$ cat src/rtl/dm_arbiter.sv
// Two-port round-robin arbiter in front of the word-only data memory.
// It also turns byte-lane writes into read-modify-write sequences.
module dm_arbiter #(
  parameter int ADDR_W = 12,
  parameter int RMW_EN = 1
) (
  input  logic              clk,
  input  logic              rst_n,
  // port A (CPU)
  input  logic              a_req,
  input  logic              a_we,
  input  logic [ADDR_W-1:0] a_addr,
  input  logic [3:0]        a_be,
  input  logic [31:0]       a_wdata,
  output logic              a_ack,
  output logic [31:0]       a_rdata,
  // port B (DMA/debug)
  input  logic              b_req,
  input  logic              b_we,
  input  logic [ADDR_W-1:0] b_addr,
  input  logic [3:0]        b_be,
  input  logic [31:0]       b_wdata,
  output logic              b_ack,
  output logic [31:0]       b_rdata,
  // status
  output logic              busy,
  // memory side
  output logic [ADDR_W-3:0] dm_addr,
  output logic [31:0]       dm_din,
  output logic              dm_wen,
  input  logic [31:0]       dm_dout
);

  typedef enum logic [1:0] {IDLE, EXEC, WRBACK, DONE} state_t;

  localparam logic RMW_ON = (RMW_EN != 0);

  state_t            state_q, state_d;
  logic              port_q;      // 0 = A, 1 = B
  logic              we_q;
  logic [ADDR_W-3:0] waddr_q;
  logic [3:0]        be_q;
  logic [31:0]       wdata_q;
  logic [31:0]       merge_q;
  logic [31:0]       merge_d;
  logic              last_b_q;    // 1 = B was granted last, so A wins a tie
  logic              grant_b;
  logic              partial;

  // The byte-offset bits carry no information: lanes come from the byte enables.
  logic unused_addr_bits;
  assign unused_addr_bits = ^{a_addr[1:0], b_addr[1:0]};

  // Round-robin choice: B wins only when alone or when A was served last.
  assign grant_b = b_req && (!a_req || !last_b_q);
  assign partial = (be_q != 4'h0) && (be_q != 4'hF);

  // Lane merge of the new write data over the current memory word.
  always_comb begin
    merge_d = dm_dout;
    for (int i = 0; i < 4; i++) begin
      if (be_q[i]) merge_d[8*i +: 8] = wdata_q[8*i +: 8];
    end
  end

  // Next-state decode.
  always_comb begin
    // NOTE: assign every output a default first so no path leaves it unassigned (no latch).
    state_d = state_q;
    unique case (state_q)
      IDLE:    if (a_req || b_req) state_d = EXEC;
      EXEC:    state_d = (we_q && partial && RMW_ON) ? WRBACK : DONE;
      WRBACK:  state_d = DONE;
      DONE:    state_d = IDLE;
      default: state_d = IDLE;
    endcase
  end

  // State register, request latch, read data, merge buffer and round-robin pointer.
  always_ff @(posedge clk or negedge rst_n) begin
    if (!rst_n) begin
      state_q  <= IDLE;
      port_q   <= 1'b0;
      we_q     <= 1'b0;
      waddr_q  <= '0;
      be_q     <= 4'h0;
      wdata_q  <= 32'h0;
      merge_q  <= 32'h0;
      a_rdata  <= 32'h0;
      b_rdata  <= 32'h0;
      last_b_q <= 1'b1;
    end else begin
      // NOTE: non-blocking assignments so every register samples pre-edge values.
      state_q <= state_d;
      unique case (state_q)
        IDLE: begin
          if (a_req || b_req) begin
            port_q  <= grant_b;
            we_q    <= grant_b ? b_we    : a_we;
            waddr_q <= grant_b ? b_addr[ADDR_W-1:2] : a_addr[ADDR_W-1:2];
            be_q    <= grant_b ? b_be    : a_be;
            wdata_q <= grant_b ? b_wdata : a_wdata;
          end
        end
        EXEC: begin
          if (!we_q) begin
            if (port_q) b_rdata <= dm_dout;
            else        a_rdata <= dm_dout;
          end else if (partial && RMW_ON) begin
            merge_q <= merge_d;
          end
        end
        DONE:    last_b_q <= port_q;
        default: ;
      endcase
    end
  end

  // Outputs decoded from state, so reset clears them without waiting for an edge.
  assign busy    = (state_q != IDLE);
  assign a_ack   = (state_q == DONE) && !port_q;
  assign b_ack   = (state_q == DONE) &&  port_q;
  assign dm_addr = waddr_q;
  assign dm_din  = (state_q == WRBACK) ? merge_q : wdata_q;
  assign dm_wen  = ((state_q == EXEC) && we_q && (be_q == 4'hF)) || (state_q == WRBACK);

endmodule

$ cat config.mk
export PLATFORM = sky130hd
export DESIGN_NAME = dm_arbiter
export DESIGN_NICKNAME = d
export VERILOG_FILES = /design/src/rtl/dm_arbiter.sv
export SDC_FILE = /design/constraint.sdc
export NUM_CORES = 1
export LEC_CHECK = 0
export BUFFER_PORTS_ARGS = -buffer_cell sky130_fd_sc_hd__clkbuf_2
export CAP_MARGIN = 0
export CORE_MARGIN = 5
export CORE_UTILIZATION = 45
export CTS_CLUSTER_DIAMETER = 60
export CTS_CLUSTER_SIZE = 8
export DETAILED_ROUTE_END_ITERATION = 7
export PLACE_DENSITY = 0.73
export REMOVE_ABC_BUFFERS = 1
export SYNTH_ARGS = -nofsm -noshare
export SYNTH_HDL_FRONTEND = slang
export SYNTH_SLANG_ARGS = --single-unit
$ cat constraint.sdc
create_clock -name clk -period 2.7 [get_ports clk]
set_clock_uncertainty 0.15 [all_clocks]
set_input_delay 0.135 -clock clk [delete_from_list [all_inputs] [get_ports clk]]
set_output_delay 0.135 -clock clk [all_outputs]
set_load 0.01 [all_outputs]
==> results of run 1 <==
## final cells by class
class	instances	share of cell area, %
Sequential cell	147	36.0
Clock inverter	10	1.27
Timing Repair Buffer	382	25.7
Tap cell	188	2.30
Multi-Input combinational cell	325	29.9
Inverter	4	0.147
Clock buffer	22	4.73
## cell families after synthesis
kind of cell	synth area share [%]
adder cells (fa/ha/maj)	0.720
multiplexers	34.6
AO/OA/AOI/OAI	4.17
buffers and inverters	3.69
AND/OR/NAND/NOR	3.89
flip-flops	52.9
## stage by stage
| stage | util [%] | TNS (ns) |
|---|---|---|
| 2_1_floorplan | - | -121.97 |
| 3_3_place_gp | 54.9 | 0 |
| 3_5_place_dp | 54.9 | 0 |
| 4_1_cts | 67.3 | 0 |
| 5_1_grt | 67.3 | 0 |
| 6_report | 67.3 | 0 |
## cells in the final DEF (no fill, tap or decap), types with 2 or more instances in the layout
| cell type | Yosys | final |
|---|---|---|
| sky130_fd_sc_hd__clkbuf_8 | 2 | 4 |
| sky130_fd_sc_hd__bufinv_16 | 0 | 3 |
| sky130_fd_sc_hd__ha_1 | 4 | 3 |
| sky130_fd_sc_hd__clkinv_2 | 0 | 5 |
| sky130_fd_sc_hd__buf_12 | 3 | 3 |
| sky130_fd_sc_hd__buf_4 | 1 | 13 |
| sky130_fd_sc_hd__inv_1 | 4 | 4 |
| sky130_fd_sc_hd__mux2_2 | 132 | 132 |
| sky130_fd_sc_hd__dlygate4sd3_1 | 0 | 127 |
| sky130_fd_sc_hd__mux2i_1 | 47 | 47 |
| sky130_fd_sc_hd__nor2_1 | 2 | 2 |
| sky130_fd_sc_hd__clkbuf_16 | 0 | 17 |
| sky130_fd_sc_hd__o21ai_0 | 48 | 47 |
| sky130_fd_sc_hd__mux2_4 | 30 | 30 |
| sky130_fd_sc_hd__clkinvlp_4 | 0 | 2 |
| sky130_fd_sc_hd__clkbuf_2 | 0 | 238 |
| sky130_fd_sc_hd__dfrtp_1 | 146 | 146 |
| sky130_fd_sc_hd__nand2_1 | 49 | 49 |
## sequential cells by signal, indices dropped and copies added, names as in the netlist
register / flops
a_rdata: 32
last_b_q: 1
b_rdata: 32
merge_q: 32
port_q: 1
dm_addr: 10
be_q: 4
state_q: 2
wdata_q: 32
we_q: 1
## final timing paths
path / startpoint / endpoint / slack [ns]
max in group asynchronous: rst_n / last_b_q$_DFFE_PN1N_ / 1.39
min in group asynchronous: rst_n / b_rdata[12]$_DFFE_PN0P_ / 0.16
hold reg to reg: dm_addr[7]$_DFFE_PN0P_ / dm_addr[7]$_DFFE_PN0P_ / 0.34
setup / recovery: state_q[0]$_DFFE_PN0P_ / dm_din[29] / 0.19
setup reg to reg: last_b_q$_DFFE_PN1N_ / wdata_q[5]$_DFFE_PN0P_ / 0.45
hold / removal: b_req / state_q[1]$_DFFE_PN0P_ / 0.04
## power by group through the flow
stage	Sequential, µW	Clock [µW]	Combinational, µW
4_1_cts	4050	2480	5240
3_3_place_gp	3980	0	4850
3_5_place_dp	4070	0	5000
5_1_grt	4210	2580	5640
2_1_floorplan	4220	0	2900
6_report	4060	2440	5190
## synth_stat cells, types with 2 or more instances
master / instances
sky130_fd_sc_hd__buf_12: 3
sky130_fd_sc_hd__inv_1: 4
sky130_fd_sc_hd__buf_6: 4
sky130_fd_sc_hd__mux2_2: 132
sky130_fd_sc_hd__ha_1: 4
sky130_fd_sc_hd__dfrtp_1: 146
sky130_fd_sc_hd__mux2i_1: 47
sky130_fd_sc_hd__nor2_1: 2
sky130_fd_sc_hd__buf_2: 15
sky130_fd_sc_hd__nand2_1: 49
sky130_fd_sc_hd__o21ai_0: 48
sky130_fd_sc_hd__clkbuf_8: 2
sky130_fd_sc_hd__mux2_4: 30
sky130_fd_sc_hd__clkbuf_1: 7
## per-layer routing
| layer | up-vias | routed length, µm |
|---|---|---|
| li1 | 2553 | - |
| met1 | 2654 | 8040 |
| met2 | 166 | 10200 |
| met3 | 38 | 989 |
| met4 | 0 | 494 |
| met5 | - | 0 |
## worst max-delay path: stages (launching register included)
cell and delay, ns:
sky130_fd_sc_hd__dfrtp_1 0.43, sky130_fd_sc_hd__inv_1 0.13, sky130_fd_sc_hd__ha_2 0.47, sky130_fd_sc_hd__buf_12 0.25
sky130_fd_sc_hd__mux2_2 0.37, sky130_fd_sc_hd__clkbuf_2 0.13
==> parameters.txt, run 1 <==
Parameter                              Value

Outcome
  Outcome    complete, no violations

Flow run
  Total of max-cap violations    0

Cells and area
  Final non-filler cell area    0.0102 mm²
  Nets@finish    1,015
  Combined area of the multi-input logic cells    0.00305 mm²
  Layout overhead on the synthesized area    47.1%
  Layout fillers    1,122
  Non-filler cells, final    1,078
  Ant. Diodes    0
  Fraction of final layout cells with drive strength greater than 1    51.5%
  Sequential Area    approximately 0.0037 mm²

Detailed routing
  Number of DRC markers after the initial detailed-route iteration    approximately 190
  Avg Vias per Cell    5.02
  First-pass detailed-route iteration total    5
  DRC violations left    0
  Sum of routed wire length over all layers    19.8 mm
  Post-DR wirelength/cell    18.3 µm
  Number of nets still failing antenna checks after routing    0
  Vias    approximately 5,400

Global routing
  Most heavily used metal layer in global routing    met2
  Met2 usage in global routing    39.0%
  Met3 routing resource usage after global routing    5.18%
  Antenna violations before repair    0
  Largest net degree at the start of global routing    85
  Met1 Track Usage GR    26.7%
  Global-route wire length before repair    ~31 mm
  Remaining Overflow, GRT    0
  Tot GR Track Use    between 20% and 30%
  Number of global-route vias before repair    6,084

Pwr
  Total design power    ~12,000 µW
  Switching Share    34.4%
  Combinational share of power    around 44%
  Clock network fraction of design power    20.8%
  Switching power    around 4000 µW
  Sequential fraction of design power    34.7%
  Power Dens Cells    1140 mW/mm²
  Internal portion of total power    7670 µW
  VDD IR-drop max    approximately 0.00057 V
  Standby leakage power    0.00495 µW

STA
  Number of pins with negative max-slew slack in the final report    0
  Transition time of the tightest slew-check pin    ~0.64 ns
  # setup viols final    0
  Clock period minus worst slack    around 2.5 ns
  Final period utilization    92.8%
  Hold slack    0.0392 ns
  Worst path setup slack after routing    0.193 ns
  Max-slew headroom at the worst pin    around 57%
  Final Hold Viols    0
  Max Fclk    399 MHz
  Unrepaired setup endpoints after global routing    no

Clock tree
  Clock Tree Root    sky130_fd_sc_hd__clkbuf_16
  Post-CTS sizing    0
  Clock insertion delay at the later pin of the skew report    0.42 ns
  Post-CTS setup-driven buffer insertion count    0
  Clock transition at the registers of the reported paths    0.06 ns
  Number of buffers inserted by hold repair at cts    127
  Num Clock Sinks    147
  CTS tree    yes
  Maximum clock path buffer count    2
  H-Tree Level Count    4
  TritonCTS Buffers    17

Placement
  Routability Congestion    0.756
  Place WS    0.574 ns
  IO buf count    around 240
  Total cell area at the placement stage    roughly 0.0083 mm²
  Half-perimeter wire length of the detailed placement result    12.4 mm
  Number of placed instances with taps included    a little over 900

Yosys
  Most instantiated flip-flop cell in the synthesis netlist    sky130_fd_sc_hd__dfrtp_1
  Ys async rst share    100%
  Synthesized instance count    a little over 500
  Part of the Yosys area used for sequential elements    52.9%
  Synthesis warning total    0
  Post-synthesis register bit count    147
  Area leader, netlist    sky130_fd_sc_hd__dfrtp_1
  Top cells by area, synth    sky130_fd_sc_hd__dfrtp_1, sky130_fd_sc_hd__mux2_2, sky130_fd_sc_hd__mux2i_1
  Avg Synthesized Cell Area    13.7 µm²
  Unique cell type count in the Yosys netlist    29
  Number of synthesized flops with an enable pin    0
  Cell area after synthesis    0.00695 mm²
  Proportion of netlist area held by the largest area contributor    52.5%

Floorplan
  Die X-Extent    between 100 and 150 µm
  DIE AREA    around 0.018 mm²
  Effective utilization at floorplan    45.7%
  FP Rows    45
  Die extent in y    roughly 130 µm
  Core Box Area    0.0152 mm²
  Number of ports placed on the die boundary    244

Critical path
  Worst r2r path cells    5
  Critical path launch point type    flop
  Required time at the worst-slack endpoint    2.41 ns
  Crit-path max FO    20
  Worst endpoint data arrival time    2.22 ns
  Setup CP Type    flop to output port
  Category of the worst setup path capture point    output port

Hold path
  Hold Crit Depth    4
  Worst hold path class    primary input to flop
Note: power is estimated with default switching activity, not from simulation.
==> run 2, diff against run 1 <==
- CELL_PAD_IN_SITES_DETAIL_PLACEMENT: default -> 1
- CELL_PAD_IN_SITES_GLOBAL_PLACEMENT: default -> 1
- CORE_UTILIZATION: 45 -> 40
- PLACE_DENSITY: 0.73 -> default
- PLACE_DENSITY_LB_ADDON: default -> 0.1
==> run 2 against run 1 <==
Against the previous run: cell area is 0.28% lower; clock-buffer cell count rose by 4; sequential power increased by 1%; clock power down 9.0%; global-route usage shrank 0.75 points; worst hold slack worse by 0.014 ns; via count grew 0.57%; final cell count rose by 3.1%; total power is 1.4% lower; first-iteration DRC count is 61% lower; non-clock buffer count fell by 3; largest power group unchanged; highest routed layer unchanged.
==> parameters.txt, run 2 (synthesized netlist as in run 1, its figures left out) <==
Parameter                              Value

Cells and area
  Fraction of final layout cells with drive strength greater than 1    50.8% (-0.67 points)
  Ant. Diodes    0 (unchanged)
  Layout fillers    1,807 (+61%)
  Most common library cell in the layout ignoring fill and taps    sky130_fd_sc_hd__clkbuf_2
  Nets@finish    1,012 (-0.30%)
  Combined area of the multi-input logic cells    0.00305 mm² (unchanged)
  Sequential Area    0.00368 mm² (unchanged)
  Layout overhead on the synthesized area    46.7%
  Commonest cells after routing, fill and taps aside    sky130_fd_sc_hd__clkbuf_2, sky130_fd_sc_hd__dfrtp_1, sky130_fd_sc_hd__mux2_2, sky130_fd_sc_hd__dlygate4sd3_1, sky130_fd_sc_hd__nand2_1

Critical path
  Worst setup path startpoint    state_q[0]$_DFFE_PN0P_
  Required time at the worst-slack endpoint    2.41 ns (about the same)
  Setup CP Type    flop to output port
  Crit-path max FO    21 (+5.0%)
  Critical path launch point type    flop
  Buffers and inverters on the worst path    3 (unchanged)
  Category of the worst setup path capture point    output port
  Worst endpoint data arrival time    2.19 ns (-0.03 ns)
  List of cells traversed by the critical path    inv_1, ha_2, buf_12, mux2_2, clkbuf_2
  Highest cell delay on the worst timing path    0.47 ns (about the same)
  Worst reg2reg startpoint    last_b_q$_DFFE_PN1N_
  Largest delay share family, worst path    buffers and inverters
  Worst-path cell with the longest stage delay    sky130_fd_sc_hd__ha_2

Pwr
  Switching Share    35.3% (+0.80 points)
  Clock network fraction of design power    19.3% (-1.5 points)
  Standby leakage power    0.00491 µW (-0.87%)
  Combinational share of power    45.1% (+0.7 points)
  VDD IR-drop max    0.000565 V (-0.65%)
  Switching power    4070 µW (+0.89%)
  Total design power    11,500 µW (-1.4%)
  Sequential fraction of design power    35.7% (+1.0 points)
  Power Dens Cells    1130 mW/mm² (-1.1%)
  Internal portion of total power    7470 µW (-2.6%)

Floorplan
  Die extent in y    142 µm (+5.6%)
  Die X-Extent    142 µm (+5.6%)
  Number of ports placed on the die boundary    244 (unchanged)
  DIE AREA    0.0201 mm² (+12%)
  Effective utilization at floorplan    40.5% (-5.3 points)
  Core Box Area    0.0172 mm² (+13%)
  FP Rows    48 (+6.7%)

Detailed routing
  Post-DR wirelength/cell    19.0 µm (+3.4%)
  DRC violations left    0 (unchanged)
  Sum of routed wire length over all layers    21.1 mm (+6.6%)
  Number of nets still failing antenna checks after routing    0 (unchanged)
  Number of DRC markers after the initial detailed-route iteration    74 (-61%)
  Avg Vias per Cell    4.90 (-2.4%)
  First-pass detailed-route iteration total    4 (-1)
  Vias    5,442 (+0.57%)

STA
  Unrepaired setup endpoints after global routing    no
  Clock period minus worst slack    2.47 ns (-0.0350 ns)
  Transition time of the tightest slew-check pin    1.16 ns (+0.516 ns)
  # setup viols final    0 (unchanged)
  Total negative slack    0 ns (unchanged)
  Final Hold Viols    0 (unchanged)
  Max-slew headroom at the worst pin    22.6% (-35 points)
  Number of pins with negative max-slew slack in the final report    0 (unchanged)
  Max Fclk    405 MHz (+1.4%)
  Final period utilization    91.6% (-1.3 points)

Global routing
  Antenna violations before repair    0 (unchanged)
  Remaining Overflow, GRT    0 (unchanged)
  Number of global-route vias before repair    6,387 (+5.0%)
  Largest net degree at the start of global routing    72 (-15%)
  Global-route wire length before repair    33.7 mm (+7.1%)
  Tot GR Track Use    21.5% (-0.75 points)

Clock tree
  Post-CTS sizing    0 (unchanged)
  Num Clock Sinks    147 (unchanged)
  H-Tree Level Count    4 (unchanged)
  Clock Tree Root    sky130_fd_sc_hd__clkbuf_16
  Post-CTS setup-driven buffer insertion count    0 (unchanged)
  Clock transition at the registers of the reported paths    0.05 ns (about the same)
  Clock insertion delay at the later pin of the skew report    0.42 ns (about the same)
  Number of buffers inserted by hold repair at cts    127 (unchanged)
  Maximum clock path buffer count    2 (unchanged)
  TritonCTS Buffers    17 (unchanged)
  CTS tree    yes

Hold path
  Origin of the worst min-delay path    b_req
  Worst hold path class    primary input to flop

Placement
  Half-perimeter wire length of the detailed placement result    13.7 mm (+11%)
  Routability Congestion    0.756 (about the same)
  IO buf count    239 (unchanged)

Outcome
  Outcome    complete, no violations

Flow run
  Total of max-cap violations    0 (unchanged)
[run 2: per-stage QoR]
step           setup WS, ns  area, µm²  util [%]  hold slack (ns)  instances
2_1_floorplan         -2.54       6710         -           -0.311        476
3_3_place_gp          0.598       8380      48.8          -0.0228        953
3_5_place_dp          0.551       8380      48.8          -0.0196        953
4_1_cts               0.185      10200      59.4          0.00475       1111
5_1_grt               0.121      10200      59.4           0.0286       1111
6_report              0.228      10200      59.4           0.0249       1111
[run 2: power groups by stage]
stage / clock network (µW) / logic [µW] / registers, µW
2_1_floorplan: 0 / 2900 / 4220
3_3_place_gp: 0 / 4840 / 4030
3_5_place_dp: 0 / 5020 / 4140
4_1_cts: 2280 / 5260 / 4120
5_1_grt: 2390 / 5640 / 4260
6_report: 2220 / 5200 / 4110
[run 2: layer usage]
layer | vias up | global-route usage [%] | part of all wire [%]
li1 | 2539 | - | -
met5 | - | 0 | 0
met3 | 50 | 5.19 | 5.1
met1 | 2695 | 24.2 | 39
met2 | 158 | 38.9 | 53
met4 | 0 | 8.94 | 3.4
[run 2: layout make-up]
cell class | instances | share of cell area [%]
repair buffers | 379 | 25.7
flip-flops and latches | 147 | 36.1
clock inverters | 5 | 0.491
inverters | 4 | 0.147
well taps | 225 | 2.76
clock buffers | 26 | 4.89
multi-input cells | 325 | 29.9
[run 2: final timing paths]
| path | endpoint | slack, ns | cells after the start |
|---|---|---|---|
| setup / recovery | dm_din[29] | 0.23 | 5 |
| hold / removal | state_q[1]$_DFFE_PN0P_ | 0.02 | 4 |
| setup reg to reg | wdata_q[16]$_DFFE_PN0P_ | 0.31 | 5 |
| hold reg to reg | dm_addr[8]$_DFFE_PN0P_ | 0.34 | 2 |
| max in group asynchronous | last_b_q$_DFFE_PN1N_ | 1.50 | 3 |
| min in group asynchronous | dm_addr[8]$_DFFE_PN0P_ | 0.10 | 2 |
[run 2: worst register-to-register path: cells and delay by family (launching register included)]
family / cells / cell delay, ns
compound gates: 2 / 0.44
mux: 1 / 0.31
buf+inv: 2 / 0.96
flops: 1 / 0.38
==> run 3, diff against run 2 <==
- RECOVER_POWER: default -> 25
==> run 3 against run 2 <==
Against the previous run: core utilization fell by 0.38 points; clock power about the same; final cell count is the same; first-iteration DRC count shrank 5.4%; sequential share of layout area up 0.23 points; critical endpoint unchanged; largest cell class unchanged.
==> parameters.txt, run 3 (synthesized netlist as in run 1, its figures left out) <==
Parameter                              Value

STA
  Final Hold Viols    0 (unchanged)
  Transition time of the tightest slew-check pin    1.47 ns (+0.314 ns)
  Worst path setup slack after routing    0.239 ns (+0.0112 ns)
  Clock period minus worst slack    2.46 ns (-0.0112 ns)
  Hold slack    0.0221 ns (-0.00287 ns)
  Max-slew headroom at the worst pin    1.96% (-21 points)
  # setup viols final    0 (unchanged)
  Final period utilization    91.1% (-0.41 points)
  Number of pins with negative max-slew slack in the final report    0 (unchanged)
  Unrepaired setup endpoints after global routing    no
  Max Fclk    406 MHz (+0.45%)

Detailed routing
  Vias    5,428 (-0.26%)
  Sum of routed wire length over all layers    21.2 mm (+0.39%)
  Post-DR wirelength/cell    19.0 µm (+0.39%)
  Number of DRC markers after the initial detailed-route iteration    70 (-5.4%)
  First-pass detailed-route iteration total    4 (unchanged)
  DRC violations left    0 (unchanged)
  Number of nets still failing antenna checks after routing    0 (unchanged)
  Avg Vias per Cell    4.89 (-0.26%)

Clock tree
  Clock transition at the registers of the reported paths    0.06 ns (about the same)
  Clock insertion delay at the later pin of the skew report    0.42 ns (about the same)
  Clock Tree Root    sky130_fd_sc_hd__clkbuf_16
  H-Tree Level Count    4 (unchanged)
  Post-CTS sizing    0 (unchanged)
  TritonCTS Buffers    17 (unchanged)
  CTS tree    yes
  Maximum clock path buffer count    2 (unchanged)
  Num Clock Sinks    147 (unchanged)
  Post-CTS setup-driven buffer insertion count    0 (unchanged)

Critical path
  Worst reg2reg startpoint    last_b_q$_DFFE_PN1N_
  Setup CP Type    flop to output port
  Crit-path max FO    21 (unchanged)
  Capture point of the worst path    dm_din[29]
  Worst setup path startpoint    state_q[0]$_DFFE_PN0P_
  Register-to-register setup slack    0.30 ns (about the same)
  Endpoint of the worst-slack reg-to-reg timing path    wdata_q[6]$_DFFE_PN0P_
  Required time at the worst-slack endpoint    2.41 ns (about the same)
  Worst r2r path cells    5 (unchanged)
  Worst endpoint data arrival time    2.18 ns (about the same)
  Category of the worst setup path capture point    output port
  Critical path launch point type    flop

Global routing
  Remaining Overflow, GRT    0 (unchanged)
  Antenna violations before repair    0 (unchanged)
  Number of global-route vias before repair    6,387 (unchanged)
  Tot GR Track Use    21.5% (unchanged)
  Global-route wire length before repair    33.7 mm (unchanged)
  Largest net degree at the start of global routing    72 (unchanged)

Floorplan
  Number of ports placed on the die boundary    244 (unchanged)
  Core Box Area    0.0172 mm² (unchanged)
  Die X-Extent    142 µm (unchanged)
  DIE AREA    0.0201 mm² (unchanged)
  Effective utilization at floorplan    40.5% (unchanged)
  FP Rows    48 (unchanged)
  Die extent in y    142 µm (unchanged)

Placement
  Place WS    0.551 ns (unchanged)
  Routability Congestion    0.756 (unchanged)
  IO buf count    239 (unchanged)
  Half-perimeter wire length of the detailed placement result    13.7 mm (unchanged)

Cells and area
  Final core utilization    59.0% (-0.38 points)
  Nets@finish    1,012 (unchanged)
  Ant. Diodes    0 (unchanged)
  Layout overhead on the synthesized area    45.8%
  Commonest cells after routing, fill and taps aside    sky130_fd_sc_hd__clkbuf_2, sky130_fd_sc_hd__dfrtp_1, sky130_fd_sc_hd__mux2_2, sky130_fd_sc_hd__dlygate4sd3_1, sky130_fd_sc_hd__clkbuf_1
  Most common library cell in the layout ignoring fill and taps    sky130_fd_sc_hd__clkbuf_2
  Fraction of final layout cells with drive strength greater than 1    45.5% (-5.3 points)

Pwr
  Total design power    11,400 µW (-0.79%)
  Power Dens Cells    1130 mW/mm² (-0.15%)
  Standby leakage power    0.00477 µW (-2.9%)
  VDD IR-drop max    0.000565 V (about the same)

Hold path
  Hold Crit Depth    4 (unchanged)
  Worst hold path class    primary input to flop

Flow run
  Total of max-cap violations    0 (unchanged)

Outcome
  Outcome    complete, no violations
## run 3: cell count changes in the layout (fill, tap and decap cells not counted), sizes merged
| cell | previous run | this run |
|---|---|---|
| buf | 14 | 13 |
| clkbuf | 264 | 265 |
## run 3: timing repair
| item | 4_1_cts | 5_1_grt |
|---|---|---|
| hold buffers | 127 | 0 |
| endpoints found under the setup margin | 0 | 0 |
| hold endpoints to repair | 196 | 0 |
## run 3: layer usage
layer  up-vias  share of wire (%)  routed length [µm]  track usage [%]
met5         -                  0                   0                0
met4         0                3.3                 696             8.94
met3        47                5.0                1060             5.19
met2       153                 53               11200             38.9
met1      2687                 39                8220             24.2
li1       2541                  -                   -                -
## run 3: how the worst min path moves through the flow
stage / start / to
final: b_req / state_q[1]$_DFFE_PN0P_
after detailed placement: rst_n / dm_addr[8]$_DFFE_PN0P_
after floorplan: rst_n / a_rdata[0]$_DFFE_PN0P_
after global placement: rst_n / dm_addr[8]$_DFFE_PN0P_
after CTS: b_req / state_q[1]$_DFFE_PN0P_
after global routing: b_req / state_q[1]$_DFFE_PN0P_
## run 3: cell type report
cell class	instances	area, µm²
sequential	147	3680
clock buffer	26	499
clock inverter	5	50.0
inverter	4	15.0
multi-input combinational	325	3050
timing repair buffer	379	2560
fill	1819	7040
tap	225	282
## run 3: through the flow
stage,cell area (µm²),TNS (ns),std cells
finish,10100,0,1111
floorplan,6710,-121.97,476
detailed placement,8380,0,953
global placement,8380,0,953
global route,10100,0,1111
CTS,10200,0,1111
## run 3: power by group
group	internal, µW	leakage [µW]	switching [µW]
sequential	3330	0.00176	779
clock	1350	0.000274	865
combinational	2690	0.00273	2420
total	7370	0.00477	4070
## run 3: critical path, cell delays in order (launching register included)
cell and delay [ns]:
sky130_fd_sc_hd__dfrtp_1 0.43, sky130_fd_sc_hd__inv_1 0.13, sky130_fd_sc_hd__ha_2 0.46, sky130_fd_sc_hd__buf_12 0.24, sky130_fd_sc_hd__mux2_2 0.36, sky130_fd_sc_hd__clkbuf_2 0.13
